### src/rtl/i2c_reg_ctrl.sv
// i2c_reg_ctrl: pointer-addressed register bank on the i2c_slave byte interface.
// The first byte written in a transaction loads the pointer. Later written bytes
// are stored at the pointer, and each one advances it. Read requests return the
// byte at the pointer and also advance it. A local port shares the same bank,
// and an I2C write takes priority over a local write in the same cycle.
module i2c_reg_ctrl #(
  parameter int REG_COUNT = 16,
  parameter int ADDR_W    = 4
) (
  input  logic              clk,
  input  logic              rst,
  input  logic              i2c_busy,
  input  logic              i2c_newData,
  input  logic              i2c_dataReq,
  input  logic [7:0]        i2c_rx_data,
  output logic [7:0]        i2c_tx_data,
  input  logic [ADDR_W-1:0] loc_addr,
  input  logic [7:0]        loc_wdata,
  input  logic              loc_we,
  output logic              loc_wack,
  output logic [7:0]        loc_rdata,
  output logic              wr_strobe,
  output logic [ADDR_W-1:0] wr_addr,
  output logic [ADDR_W-1:0] pointer
);

  typedef enum logic [1:0] {
    IDLE  = 2'd0,
    FIRST = 2'd1,
    WRITE = 2'd2,
    READ  = 2'd3
  } state_t;

  state_t            r_state, w_state_nxt;

  logic              r_prev_busy;
  logic              r_prev_newData;
  logic              r_prev_dataReq;

  logic [7:0]        r_regs [REG_COUNT];
  logic [ADDR_W-1:0] r_pointer;
  logic [ADDR_W-1:0] r_wr_addr;
  logic [7:0]        r_tx_data;
  logic [7:0]        r_loc_rdata;
  logic              r_loc_wack;
  logic              r_wr_strobe;

  logic              w_busy_rise;
  logic              w_busy_fall;
  logic              w_nd_fall;
  logic              w_dr_rise;

  // Action decodes from the FSM. At most one of them is active in any cycle.
  logic              w_set_ptr;
  logic              w_i2c_wr;
  logic              w_tx_load;

  assign w_busy_rise = i2c_busy & ~r_prev_busy;
  assign w_busy_fall = ~i2c_busy & r_prev_busy;
  assign w_nd_fall   = ~i2c_newData & r_prev_newData;
  assign w_dr_rise   = i2c_dataReq & ~r_prev_dataReq;

  // Edge history. prev_busy resets high, so a transaction that is already in
  // flight when reset releases does not produce a rising edge.
  always_ff @(posedge clk) begin
    if (rst) begin
      r_prev_busy    <= 1'b1;
      r_prev_newData <= 1'b0;
      r_prev_dataReq <= 1'b0;
    end else begin
      r_prev_busy    <= i2c_busy;
      r_prev_newData <= i2c_newData;
      r_prev_dataReq <= i2c_dataReq;
    end
  end

  // FSM state register.
  always_ff @(posedge clk) begin
    if (rst) r_state <= IDLE;
    else     r_state <= w_state_nxt;
  end

  // Next-state and action decode. A data action in the same cycle as a busy
  // fall still executes, and the state then returns to IDLE.
  always_comb begin
    w_state_nxt = r_state;
    w_set_ptr   = 1'b0;
    w_i2c_wr    = 1'b0;
    w_tx_load   = 1'b0;
    case (r_state)
      IDLE: begin
        if (w_busy_rise) w_state_nxt = FIRST;
      end
      FIRST: begin
        if (w_nd_fall) begin
          w_set_ptr   = 1'b1;
          w_state_nxt = WRITE;
        end else if (w_dr_rise) begin
          w_tx_load   = 1'b1;
          w_state_nxt = READ;
        end
      end
      WRITE: begin
        if (w_nd_fall) begin
          w_i2c_wr = 1'b1;
        end else if (w_dr_rise) begin
          w_tx_load   = 1'b1;
          w_state_nxt = READ;
        end
      end
      READ: begin
        if (w_dr_rise) begin
          w_tx_load = 1'b1;
        end else if (w_nd_fall) begin
          w_i2c_wr    = 1'b1;
          w_state_nxt = WRITE;
        end
      end
      default: w_state_nxt = IDLE;
    endcase
    if (r_state != IDLE && w_busy_fall) w_state_nxt = IDLE;
  end

  // Pointer update. The address is exactly log2(REG_COUNT) bits wide, so the
  // increment wraps from REG_COUNT-1 to 0 without extra logic.
  always_ff @(posedge clk) begin
    if (rst) begin
      r_pointer <= '0;
    end else if (w_set_ptr) begin
      r_pointer <= i2c_rx_data[ADDR_W-1:0];
    end else if (w_i2c_wr || w_tx_load) begin
      r_pointer <= r_pointer + 1'b1;
    end
  end

  // Register bank. An I2C write wins over a local write. The losing local
  // write stays pending and retries in the next cycle.
  always_ff @(posedge clk) begin
    if (rst) begin
      for (int i = 0; i < REG_COUNT; i++) r_regs[i] <= '0;
    end else if (w_i2c_wr) begin
      r_regs[r_pointer] <= i2c_rx_data;
    end else if (loc_we) begin
      r_regs[loc_addr] <= loc_wdata;
    end
  end

  // Write pulses, the last I2C write address, and the transmit byte. The
  // transmit byte holds its value between requests.
  always_ff @(posedge clk) begin
    if (rst) begin
      r_wr_strobe <= 1'b0;
      r_wr_addr   <= '0;
      r_loc_wack  <= 1'b0;
      r_tx_data   <= '0;
    end else begin
      r_wr_strobe <= w_i2c_wr;
      r_loc_wack  <= loc_we & ~w_i2c_wr;
      if (w_i2c_wr)  r_wr_addr <= r_pointer;
      if (w_tx_load) r_tx_data <= r_regs[r_pointer];
    end
  end

  // Local read port. It has one cycle of latency and shows a same-cycle write
  // one cycle later.
  always_ff @(posedge clk) begin
    if (rst) r_loc_rdata <= '0;
    else     r_loc_rdata <= r_regs[loc_addr];
  end

  assign i2c_tx_data = r_tx_data;
  assign loc_rdata   = r_loc_rdata;
  assign loc_wack    = r_loc_wack;
  assign wr_strobe   = r_wr_strobe;
  assign wr_addr     = r_wr_addr;
  assign pointer     = r_pointer;

endmodule

### config.mk
export PLATFORM = sky130hd
export DESIGN_NAME = i2c_reg_ctrl
export DESIGN_NICKNAME = d
export VERILOG_FILES = /design/src/rtl/i2c_reg_ctrl.sv
export SDC_FILE = /design/constraint.sdc
export NUM_CORES = 1
export LEC_CHECK = 0
export CAP_MARGIN = 20
export CELL_PAD_IN_SITES_DETAIL_PLACEMENT = 1
export CELL_PAD_IN_SITES_GLOBAL_PLACEMENT = 2
export CORE_MARGIN = 10
export CORE_UTILIZATION = 38
export DETAILED_ROUTE_END_ITERATION = 7
export PLACE_DENSITY = 0.8
export RECOVER_POWER = 50
export SYNTH_ARGS = -nofsm -noshare
export SYNTH_HDL_FRONTEND = slang
export SYNTH_SLANG_ARGS = --single-unit
### constraint.sdc
create_clock -name clk -period 2.3 [get_ports clk]
set_input_delay 0.46 -clock clk [delete_from_list [all_inputs] [get_ports clk]]
set_output_delay 0.46 -clock clk [all_outputs]
set_load 0.005 [all_outputs]
==> results, run 1 <==
- The flow ran to the end, and the final reports show no timing, DRC or antenna violations.
- The area growth from synthesis to layout is 25.7%.
- The final routed wire length divided by cell count is 25.8 microns.
- The count of standard-cell rows is 54.
- The finished layout cell area is 10,600 sq um.
- The proportion of synthesized flip-flops having asynchronous set or reset is 0%.
- The final layout contains routed wiring with a total length of 27.2 mm.
- The worst path in the final design needs a cycle of 2230 ps, including I/O delays and setup.
- The post-placement setup slack is -452 ps.
- The placed instance count is 1,024.
- The maximum number of pins on one net before global-route repair is 33.
- The total congestion overflow after global routing is 0.
- The buffer type at the clock tree root is clkbuf_16.
- The static leakage is 3.97 nW.
- The residual DRC count is 0.
- The post-route core utilization is 48.5%.
- The number of violations of the max-capacitance limit is 0.
- The total core area is 21,900 sq um.
- The nature of the critical path endpoint is a flip-flop.
- The most used flip-flop cell after synthesis is edfxtp_1.
- Once layout is complete, the cells apart from fillers number 1,056.
- The largest fanout on the critical path is 16.
- The total track usage is 19.2%.
- The worst-margin pin slew is 577 ps.
- The number of diodes added for antenna fixing is 0.
- The setup skew after layout is 9.57 ps.
- The placed wire-length estimate is 19.6 mm.
- The TritonCTS clock tree is done.
- Summing every instance area after synthesis gives 8460 sq um.
- For this run, the slowest stage of the critical path takes 700 ps.
- The placed instance area is 10,100 sq um.
- Clock-pin slew was measured on the worst setup and hold paths at 70 ps.
- The areal power density over the cells is 675 nW/um^2.
- The worst hold path belongs to the class reg2reg.
- The setup-violating endpoint count in the final report is 0.
- The critical path is of the in2reg type.
- The critical path data arrival time is 2540 ps.
- The mean instance size in the synthesized netlist is 13.3 sq um.
- The reg-to-reg critical path startpoint is r_state[0]$_SDFFE_PP0P_.
- The launch point of the worst hold path is wr_addr[2]$_SDFFE_PP0P_.
- The required time of the worst setup path is 2610 ps.
- 52 I/O pins were placed.
- Traced cell by cell, the critical path runs through dlygate4sd3_1 -> clkbuf_2 -> mux4_2 -> mux2i_1 -> o22ai_1.
- The number of I/O port buffers is 51.
- The area occupied by multi-input gates is 3690 sq um.
- The hold violation total from the final report is 0.
- The routed layout has 6,224 vias.
- The via count of the first global-routing pass is 6,809.
- Synthesis produced a netlist with a net count of 670.
- After synthesis the netlist holds a flip-flop and latch count of 159.
- Counting distinct cell types in the post-synthesis netlist gives 52.
- Using the TritonRoute via totals, the vias-per-cell ratio works out to 5.89.
- The global-route wire length before repair is 41.3 mm.
- In this run the tightest slew margin relative to its limit is 61.2%.
- The chip width is 169 microns.
- The source-to-sink clock delay at the later pin of the worst-skew pair is 440 ps.
- Across the whole layout, storage elements account for 4470 sq um.
- Static timing analysis puts the maximum clock frequency at 448 MHz.
- The worst hold slack is 458 ps.
- The net total in the final layout is 795.
- The starting utilization of the core area is 38.6%.
- The sequential share of the synthesized area is 52.8%.
- The final count of pins violating max slew is 0.
- The worst-case clock buffer depth is 2.
- The worst setup slack after layout is 65.7 ps.
- The synthesized instance count is 638.
- The clock sink total is 159.
- The startpoint class of the critical path is a primary input.
- The detail route stage leaves a number of antenna-violating nets equal to 0.
- The H-tree depth reported by CTS is 4.
- The layout cell share with drive strength beyond 1 is 28.7%.
- The floorplan step set the die height to 169 microns.
- The clock buffer count from CTS is 17.
- The length of the first detailed-routing pass in iterations is 5.
- The floorplan step defined a die boundary enclosing 28,600 sq um.
- The number of inserted filler cells in the final layout is 2,247.
- VDD sags by at most 0.000379 V.
- The congestion estimate from routability-driven global placement came to 0.852.
- The slowest stage of the critical path is the dlygate4sd3_1 cell.
- The number of enable-type register cells in the synthesized netlist is 128.
- The final period utilization is 97.1%.
- The launching instance or port of the critical path is loc_addr[1].
- For this run, the number of Yosys warnings is 0.
- Setup repair after global routing left no endpoint under its margin.
- The initial antenna violation count was 0.
- For this block, the initial DRC count from the detailed router was 479.
## worst max-delay path: cells and delay by family
family                 cells  cell delay (ps)
AO/OA/AOI/OAI              1              140
buffers and inverters      2             1210
multiplexers               2              720
## synth_stat cells, types with 11 or more instances
master / instances / area, sq um
nor2_1: 109 / 409
mux2i_1: 37 / 370
nor3_1: 42 / 210
dfxtp_1: 31 / 621
buf_2: 13 / 65.1
nand2b_1: 13 / 81.3
edfxtp_1: 128 / 3840
mux4_2: 64 / 1440
o22ai_1: 11 / 68.8
nand2_1: 37 / 139
clkbuf_1: 21 / 78.8
## through the flow
step                      setup TNS (ps)  total power [W]
after floorplan                    -1650          0.00389
after global placement            -44070          0.00438
after detailed placement          -54800          0.00442
after CTS                              0          0.00727
after global routing                   0          0.00742
final                                  0          0.00718
## worst paths after layout
check,endpoint,slack [ps],cells past startpoint
worst min register to register,wr_addr[2]$_SDFFE_PP0P_,460,2
worst max register to register,r_regs[6][4]$_SDFFCE_PN0P_,140,9
worst max-delay path,loc_rdata[3]$_SDFF_PP0_,70,5
worst min-delay path,wr_addr[2]$_SDFFE_PP0P_,460,2
## layout make-up
type | count | area share [%]
clock buffers | 22 | 4.57
multi-input cells | 424 | 34.7
flip-flops and latches | 159 | 42.0
well taps | 280 | 3.30
clock inverters | 10 | 0.954
inverters | 6 | 0.212
repair buffers | 155 | 14.2
## what timing repair did
item	CTS	global route
setup endpoints to repair	16	65
hold buffers	0	0
buffers inserted	0	0
pin swaps	0	1
resized for setup	2	7
hold endpoints to repair	0	0
## state kept, by name, summed over array words and instances (netlist names)
signal and count:
r_prev_dataReq 1, r_state 2, r_prev_newData 1, r_regs 128, wr_strobe 1, loc_rdata 8
r_prev_busy 1, pointer 4, i2c_tx_data 8, loc_wack 1, wr_addr 4
## report_power, final
group | leakage [nW] | switching, W | internal, W
clock network | 0.286 | 0.00121 | 0.00163
logic | 2.12 | 0.000532 | 0.000480
registers | 1.57 | 0.0000912 | 0.00323
total | 3.97 | 0.00184 | 0.00534
## per-layer routing
layer  GRT usage [%]  part of all wire [%]  vias to the layer above
met5               0                     0                        -
met1            23.6                    40                     3212
met3            4.15                   7.0                       43
li1                -                     -                     2704
met2            32.4                    50                      265
met4            7.32                   2.6                        0
## logic make-up (layout without fill, tap and decap cells)
logic type / count (synthesis) / count (layout) / share of synthesized area, %
buffers and inverters: 55 / 193 / 3.17
adders and majority gates: 6 / 6 / 0.888
muxes: 109 / 109 / 23.6
DFF: 159 / 159 / 52.8
AOI/OAI and AO/OA: 65 / 65 / 6.10
and+or+nand+nor: 244 / 244 / 13.5
## cells in the final DEF, fill, tap and decap left out, types with 3 or more instances in the layout
master	netlist	layout
edfxtp_1	128	128
nor2_1	109	109
buf_4	10	68
mux4_2	64	64
nor3_1	42	42
mux2i_1	37	42
nand2_1	37	37
dfxtp_1	31	29
clkdlybuf4s50_1	0	25
dlygate4sd3_1	0	25
buf_12	0	21
clkbuf_16	0	18
nand2b_1	13	13
o22ai_1	11	10
a21oi_1	10	9
nand3b_1	9	9
o221ai_1	8	8
a31oi_2	7	7
nor2b_1	7	7
clkbuf_1	21	7
clkbuf_2	0	7
o21bai_1	8	6
ha_1	6	6
inv_1	5	5
o21ai_0	4	5
and2_1	4	4
nor3b_1	4	4
nand3_1	3	3
a211oi_1	2	3
or3_1	3	3
or2_2	3	3
clkinv_4	0	3
Note: power is estimated with default switching activity, not from simulation.
==> run 2, diff against run 1 <==
Settings changed: CORE_MARGIN 10 to not set, GPL_ROUTABILITY_DRIVEN set to 0, SETUP_SLACK_MARGIN set to 0.5.
==> results, run 2 (synthesis gave the netlist of run 1 again) <==
- The area added between synthesis and finish is 45.1%.
- TritonCTS created 17 clock buffers.
- The number of violations of the max-capacitance limit is 0.
- The final period utilization is 92.5%.
- The critical path data arrival time is 2240 ps.
- The run finished with clean final reports.
- The register with the most flip-flops in the layout has 128 of them.
- In this run the worst hold path is classified as reg2reg.
- Summed over all nets, the half-perimeter wirelength after detailed placement is 19.1 mm.
- The reg-to-reg critical path endpoint is r_regs[7][0]$_SDFFCE_PN0P_.
- The top cell types in the final layout, fill and taps aside, are edfxtp_1, buf_4, mux4_2.
- Ranked by flip-flop count, first place goes to r_regs.
- The residual DRC count is 0.
- From left edge to right edge, the die measures 151 microns.
- The count of boundary I/O pins is 52.
- The length of the first detailed-routing pass in iterations is 5.
- The floorplan step set the die height to 151 microns.
- The startpoint class of the critical path is a flip-flop.
- The finished layout cell area is 12,300 sq um.
- The power consumption is 0.00762 W.
- The library cell used most frequently in the layout, excluding fill and tap cells, is edfxtp_1.
- The final count of pins violating max slew came to 0.
- The number of hold buffers added after CTS is 0.
- The number of cells on the worst reg-to-reg path is 6.
- Once placement finished, the instance area stood at 10,300 sq um.
- The starting utilization of the core area is 38.7%.
- The buffer type at the clock tree root is clkbuf_16.
- Detailed routing inserted a total of 6,415 vias.
- The largest fanout on the critical path is 9.
- The layout cell share with drive strength beyond 1 is 48.7%.
- The via count of the first global-routing pass was 6,993.
- The total track usage is 27.2%.
- Row generation in the floorplan step produced 54 rows.
- The clock reaches the later pin of the worst-skew pair after 430 ps.
- The slack of the worst reg-to-reg path is 170 ps.
- Setup repair after global routing could not meet its margin everywhere.
- The highest attainable clock frequency is 470 MHz.
- The repair_antennas step left the layout with diodes totalling 0.
- STA classifies the critical path endpoint as a flip-flop.
- Subtracting the final worst setup slack from the clock period gives 2130 ps.
- The area of the die is 22,900 sq um.
- The detailed-route vias per instance is 5.86.
- TritonCTS built the clock tree.
- After clock tree synthesis, the clock-pin slew on the worst setup and hold paths is 70 ps.
- The initial antenna violation count is 0.
- Entering global routing, the biggest net connects 25 pins.
- The number of I/O port buffers is 51.
- The static leakage is 4.61 nW.
- STA puts the critical path data required time at 2420 ps.
- The critical path capture point is r_regs[7][0]$_SDFFCE_PN0P_.
- The areal power density over the cells is 621 nW/um^2.
- After detailed routing, the total wire length is 30.1 mm.
- The total congestion overflow after global routing is 0.
- Once layout is complete, the utilization of the core stands at 56.2%.
- Headroom to the max-slew limit came out at 31.6%.
- Counting every sink on the clock net gives 159.
- The setup-violating endpoint count in the final report is 0.
- In this run the worst setup path begins at pointer[0]$_SDFFE_PP0P_.
- The H-tree depth reported by CTS is 4.
- The setup path with the least slack is of type reg2reg.
- The reg-to-reg critical path startpoint is pointer[0]$_SDFFE_PP0P_.
- The detailed router finished its first iteration with 473 violations.
- In this run the remaining antenna-violating nets after routing total 0.
- The worst-case clock buffer depth is 2.
- The worst-margin pin slew is 1030 ps.
- The hold violation total from the final report came to 0.
- On the final layout, the worst hold slack is 466 ps.
- In the final routed layout, each cell accounts on average for 27.5 microns.
- The total core area is 21,800 sq um.
- The global-route wire length before repair is 44.1 mm.
- The maximum resistive drop on vdd is 0.000491 V.
- For the final routed database, the setup TNS stands at 0 ps.
- The net total in the final layout is 834.
- For the final database, setup skew stands at 8.67 ps.
- The worst hold path begins at wr_addr[1]$_SDFFE_PP0P_.
[run 2: cell types whose count changed in the layout (fill, tap and decap cells not counted), sizes merged, moves of 2 or more]
cell / change
clkdlybuf4s50: -6
dlygate4sd3: -5
inv: +7
clkbuf: -5
dlygate4sd2: +7
clkdlybuf4s25: +2
buf: +39
clkinv: -4
[run 2: critical path, stage by stage (launching register included)]
cell      delay, ps
dfxtp_1         590
and2_1          340
nand2_1         170
nor3_2          280
a31oi_4          70
buf_12          150
nand2b_2        200
[run 2: power breakdown]
| part | internal (W) | switching, W | leakage, nW | total (W) |
|---|---|---|---|---|
| clock network | 0.00166 | 0.00134 | 0.296 | 0.00300 |
| registers | 0.00323 | 0.0000843 | 1.57 | 0.00331 |
| logic | 0.000610 | 0.000689 | 2.74 | 0.00130 |
| total | 0.00550 | 0.00212 | 4.61 | 0.00762 |
[run 2: worst min path at each step]
stage / end / slack (ps) / depth (start not counted)
2_1_floorplan: wr_addr[0]$_SDFFE_PP0P_ / 450 / 2
3_3_place_gp: wr_addr[3]$_SDFFE_PP0P_ / 440 / 2
3_5_place_dp: wr_addr[3]$_SDFFE_PP0P_ / 460 / 2
4_1_cts: r_prev_newData$_SDFF_PP0_ / 450 / 2
5_1_grt: wr_addr[1]$_SDFFE_PP0P_ / 480 / 2
6_report: wr_addr[1]$_SDFFE_PP0P_ / 470 / 2
[run 2: area by class of cell]
class,count,area (sq um)
clock buffers,17,425
fillers,2107,9560
inverters,6,25.0
flip-flops and latches,159,4470
clock inverters,15,189
repair buffers,194,2140
multi-input cells,424,4660
well taps,280,350
[run 2: per-layer routing]
| layer | track usage [%] | vias up | part of all wire, % |
|---|---|---|---|
| met5 | 0 | - | 0 |
| met4 | 10.3 | 0 | 2.5 |
| met3 | 4.10 | 49 | 4.7 |
| met2 | 49.2 | 218 | 54 |
| met1 | 32.6 | 3363 | 39 |
| li1 | - | 2785 | - |
[run 2: stage by stage]
stage,setup WS (ps),std cells
after global routing,104,1095
after floorplan,274,638
after CTS,302,1081
after global placement,-155,1010
after detailed placement,-229,1010
final,173,1095
[run 2: what timing repair did]
action                     4_1_cts  5_1_grt
setup buffers                   33       12
setup endpoints to repair      281      272
pin swaps                       57       40
cloned                           6        2
gates resized for setup        164       94
==> run 3, diff against run 2 <==
Settings changed: CORE_ASPECT_RATIO set to 0.9, CORE_UTILIZATION 38 to 41, DONT_BUFFER_PORTS set to 1.
==> results, run 3 (synthesis gave the netlist of run 1 again) <==
- The flow ran to the end, and the final reports show no timing, DRC or antenna violations.
- The area added between synthesis and finish is 35.2%.
- The worst setup slack after layout is 128 ps.
- The power dissipated by switching net loads is 0.00199 W.
- The sequential share of power is 45.4%.
- The worst-case clock buffer depth is 2.
- The TritonCTS clock tree is done.
- The category of the most critical setup path is reg2reg.
- Of all nets on the critical path, the largest fanout is 8.
- The total number of vias is 6,277.
- The tool flagged a number of max-cap violations equal to 0.
- The setup skew after layout is 9.05 ps.
- The number of hold buffers added after CTS is 0.
- During placement, the flow inserted port buffers numbering 0.
- The routed design could run at a clock period as short as 2170 ps.
- The count of boundary I/O pins is 52.
- Entering global routing, the biggest net connects 54 pins.
- Counting cells, the worst reg-to-reg path comes to 9.
- Across all hold checks on the routed design, the worst slack comes to 93.0 ps.
- The launch point of the worst hold path is rst.
- In the layout the commonest cells are edfxtp_1, mux4_2, nor2_4.
- STA classifies the critical path startpoint as a flip-flop.
- The static leakage is 3.97 nW.
- The final count of pins violating max slew is 0.
- Per report_power, the clock group accounts for 39.4% of the total.
- The nature of the critical path endpoint is a flip-flop.
- The area of the die is 21,200 sq um.
- The first global-routing pass estimated 42.6 mm of wire.
- At the placement stage, the worst setup path has a slack of -49.5 ps.
- The worst hold path belongs to the class in2reg.
- The power consumption is 0.00733 W.
- After clock tree synthesis, the clock-pin slew on the worst setup and hold paths is 60 ps.
- In the final layout, the share of cells above drive strength 1 is 48.6%.
- The maximum resistive drop on vdd is 0.000356 V.
- In the final layout, the multi-input gates occupy 4760 sq um.
- The net total in the final layout is 735.
- The length of the first detailed-routing pass in iterations is 5.
- The core region is 20,100 sq um.
- The internal power summed over all cells is 0.00534 W.
- Clock latency on the worst-skew pair, taken at its later pin, is 440 ps.
- The worst pin sits at a relative slew slack of 55.4%.
- The first routing iteration left 546 violations.
- The residual DRC count is 0.
- The count of standard-cell rows is 49.
- The root buffer cell chosen for the clock tree is clkbuf_16.
- The number of diodes added for antenna fixing is 0.
- The via count of the first global-routing pass came to 6,516.
- Dividing the final minimum period by the clock period gives 94.4%.
- In this run switching power makes up 27.1% of total power.
- The initial utilization of the core area, before any placement, comes to 42.0%.
- The worst register-to-register path begins at r_state[0]$_SDFFE_PP0P_.
- The setup-violating endpoint count in the final report is 0.
- The layout has 1,887 filler cells.
- The overall routed net length is 30.7 mm.
- For this run, the top clock speed supported by timing is 460 MHz.
- The sequential cells in the finished layout cover a total of 4470 sq um.
- The die is 153 microns wide.
- For the worst setup path, the data arrival time is 2360 ps.
- The initial antenna violation count is 0.
- The endpoint with the worst hold slack is r_prev_newData$_SDFF_PP0_.
- The worst-margin pin slew is 669 ps.
- The number of flip-flops in the largest register is 128.
- Summed over all nets, the half-perimeter wirelength after detailed placement is 17.7 mm.
- In this run, CTS created clock tree buffers numbering 17.
- The reg-to-reg critical path endpoint is r_regs[14][0]$_SDFFCE_PN0P_.
- In this run the remaining antenna-violating nets after routing total 0.
- The total congestion overflow after global routing is 0.
- The slack of the worst reg-to-reg path is 130 ps.
- The die outline height is 138 microns.
- Setup repair after global routing could not meet its margin everywhere.
- The detailed-route vias per instance is 6.46.
- In the global route stage, overall resource usage came out at 28.1%.
- The hold-critical path depth is 1.
- Leaving out fill and tap cells, the most frequent cell in the layout is edfxtp_1.
- Dividing the detail-routed wire length by the instance count gives 31.6 microns.
- The hold violation total from the final report is 0.
- The tree built by TritonCTS fans out to 159 sinks.
- The required time of the worst setup path is 2490 ps.
- Combinational logic burns 15.3% of the power.
- Dividing total power by cell area gives a power density of 641 nW/um^2.
- The H-tree generated during clock tree synthesis spans 4 levels.
- The register ranked first by flip-flop count is r_regs.
[run 3: cell types whose count changed in the layout (fill, tap and decap cells not counted), moves of 9 or more]
cell | before | now
buf_4 | 69 | 23
buf_6 | 29 | 16
clkdlybuf4s50_1 | 19 | 0
dlygate4sd3_1 | 20 | 0
nor2_1 | 52 | 42
nor2_2 | 19 | 10
nor2_4 | 39 | 58
nor3_1 | 15 | 24
[run 3: worst max-delay path by stage]
stage,startpoint,to
4_1_cts,r_state[0]$_SDFFE_PP0P_,r_regs[8][7]$_SDFFCE_PN0P_
2_1_floorplan,r_state[1]$_SDFFE_PP0P_,r_regs[10][0]$_SDFFCE_PN0P_
5_1_grt,pointer[0]$_SDFFE_PP0P_,r_regs[13][5]$_SDFFCE_PN0P_
3_5_place_dp,r_state[0]$_SDFFE_PP0P_,r_regs[8][7]$_SDFFCE_PN0P_
6_report,r_state[0]$_SDFFE_PP0P_,r_regs[14][0]$_SDFFCE_PN0P_
3_3_place_gp,r_state[0]$_SDFFE_PP0P_,r_regs[8][7]$_SDFFCE_PN0P_
[run 3: metal layers]
| metal | GRT usage, % | part of all wire [%] | vias up |
|---|---|---|---|
| met1 | 34.5 | 37 | 3273 |
| li1 | - | - | 2611 |
| met4 | 10.4 | 4.4 | 0 |
| met2 | 46.4 | 49 | 304 |
| met5 | 0 | 0 | - |
| met3 | 8.97 | 8.8 | 89 |
[run 3: power groups by stage]
stage          logic, W  registers [W]  clock network [W]
2_1_floorplan  0.000616        0.00333                  0
3_3_place_gp   0.000781        0.00336                  0
5_1_grt         0.00116        0.00333            0.00301
6_report        0.00112        0.00332            0.00289
3_5_place_dp   0.000801        0.00338                  0
4_1_cts         0.00100        0.00332            0.00289
[run 3: critical path, cell delays in order, from the launching register on]
cell and delay, ps:
dfxtp_4 380, inv_4 50, ha_4 170, a21oi_4 180
o21ai_2 110, buf_12 150, buf_8 120, mux2i_1 410
clkbuf_16 300, nor3_4 50
[run 3: timing repair]
item,CTS,global route
gates cloned,5,3
hold endpoints to repair,0,0
buffers inserted,37,14
gates resized for setup,132,159
setup endpoints to repair,268,270
pin swaps,29,42
[run 3: cell type report]
cell class	count	area share (%)
Sequential cell	159	39.1
Tap cell	255	2.79
Clock inverter	12	1.03
Timing Repair Buffer	94	11.1
Multi-Input combinational cell	425	41.6
Clock buffer	20	4.09
Inverter	6	0.219
[run 3: through the flow]
| step | setup TNS (ps) | cells | area (sq um) | utilization, % |
|---|---|---|---|---|
| floorplan | 0 | 638 | 8810 | - |
| global placement | 0 | 880 | 9180 | 45.6 |
| detailed placement | -216 | 880 | 9180 | 45.6 |
| CTS | 0 | 954 | 10900 | 54.1 |
| global route | 0 | 971 | 11400 | 56.9 |
| finish | 0 | 971 | 11400 | 56.9 |
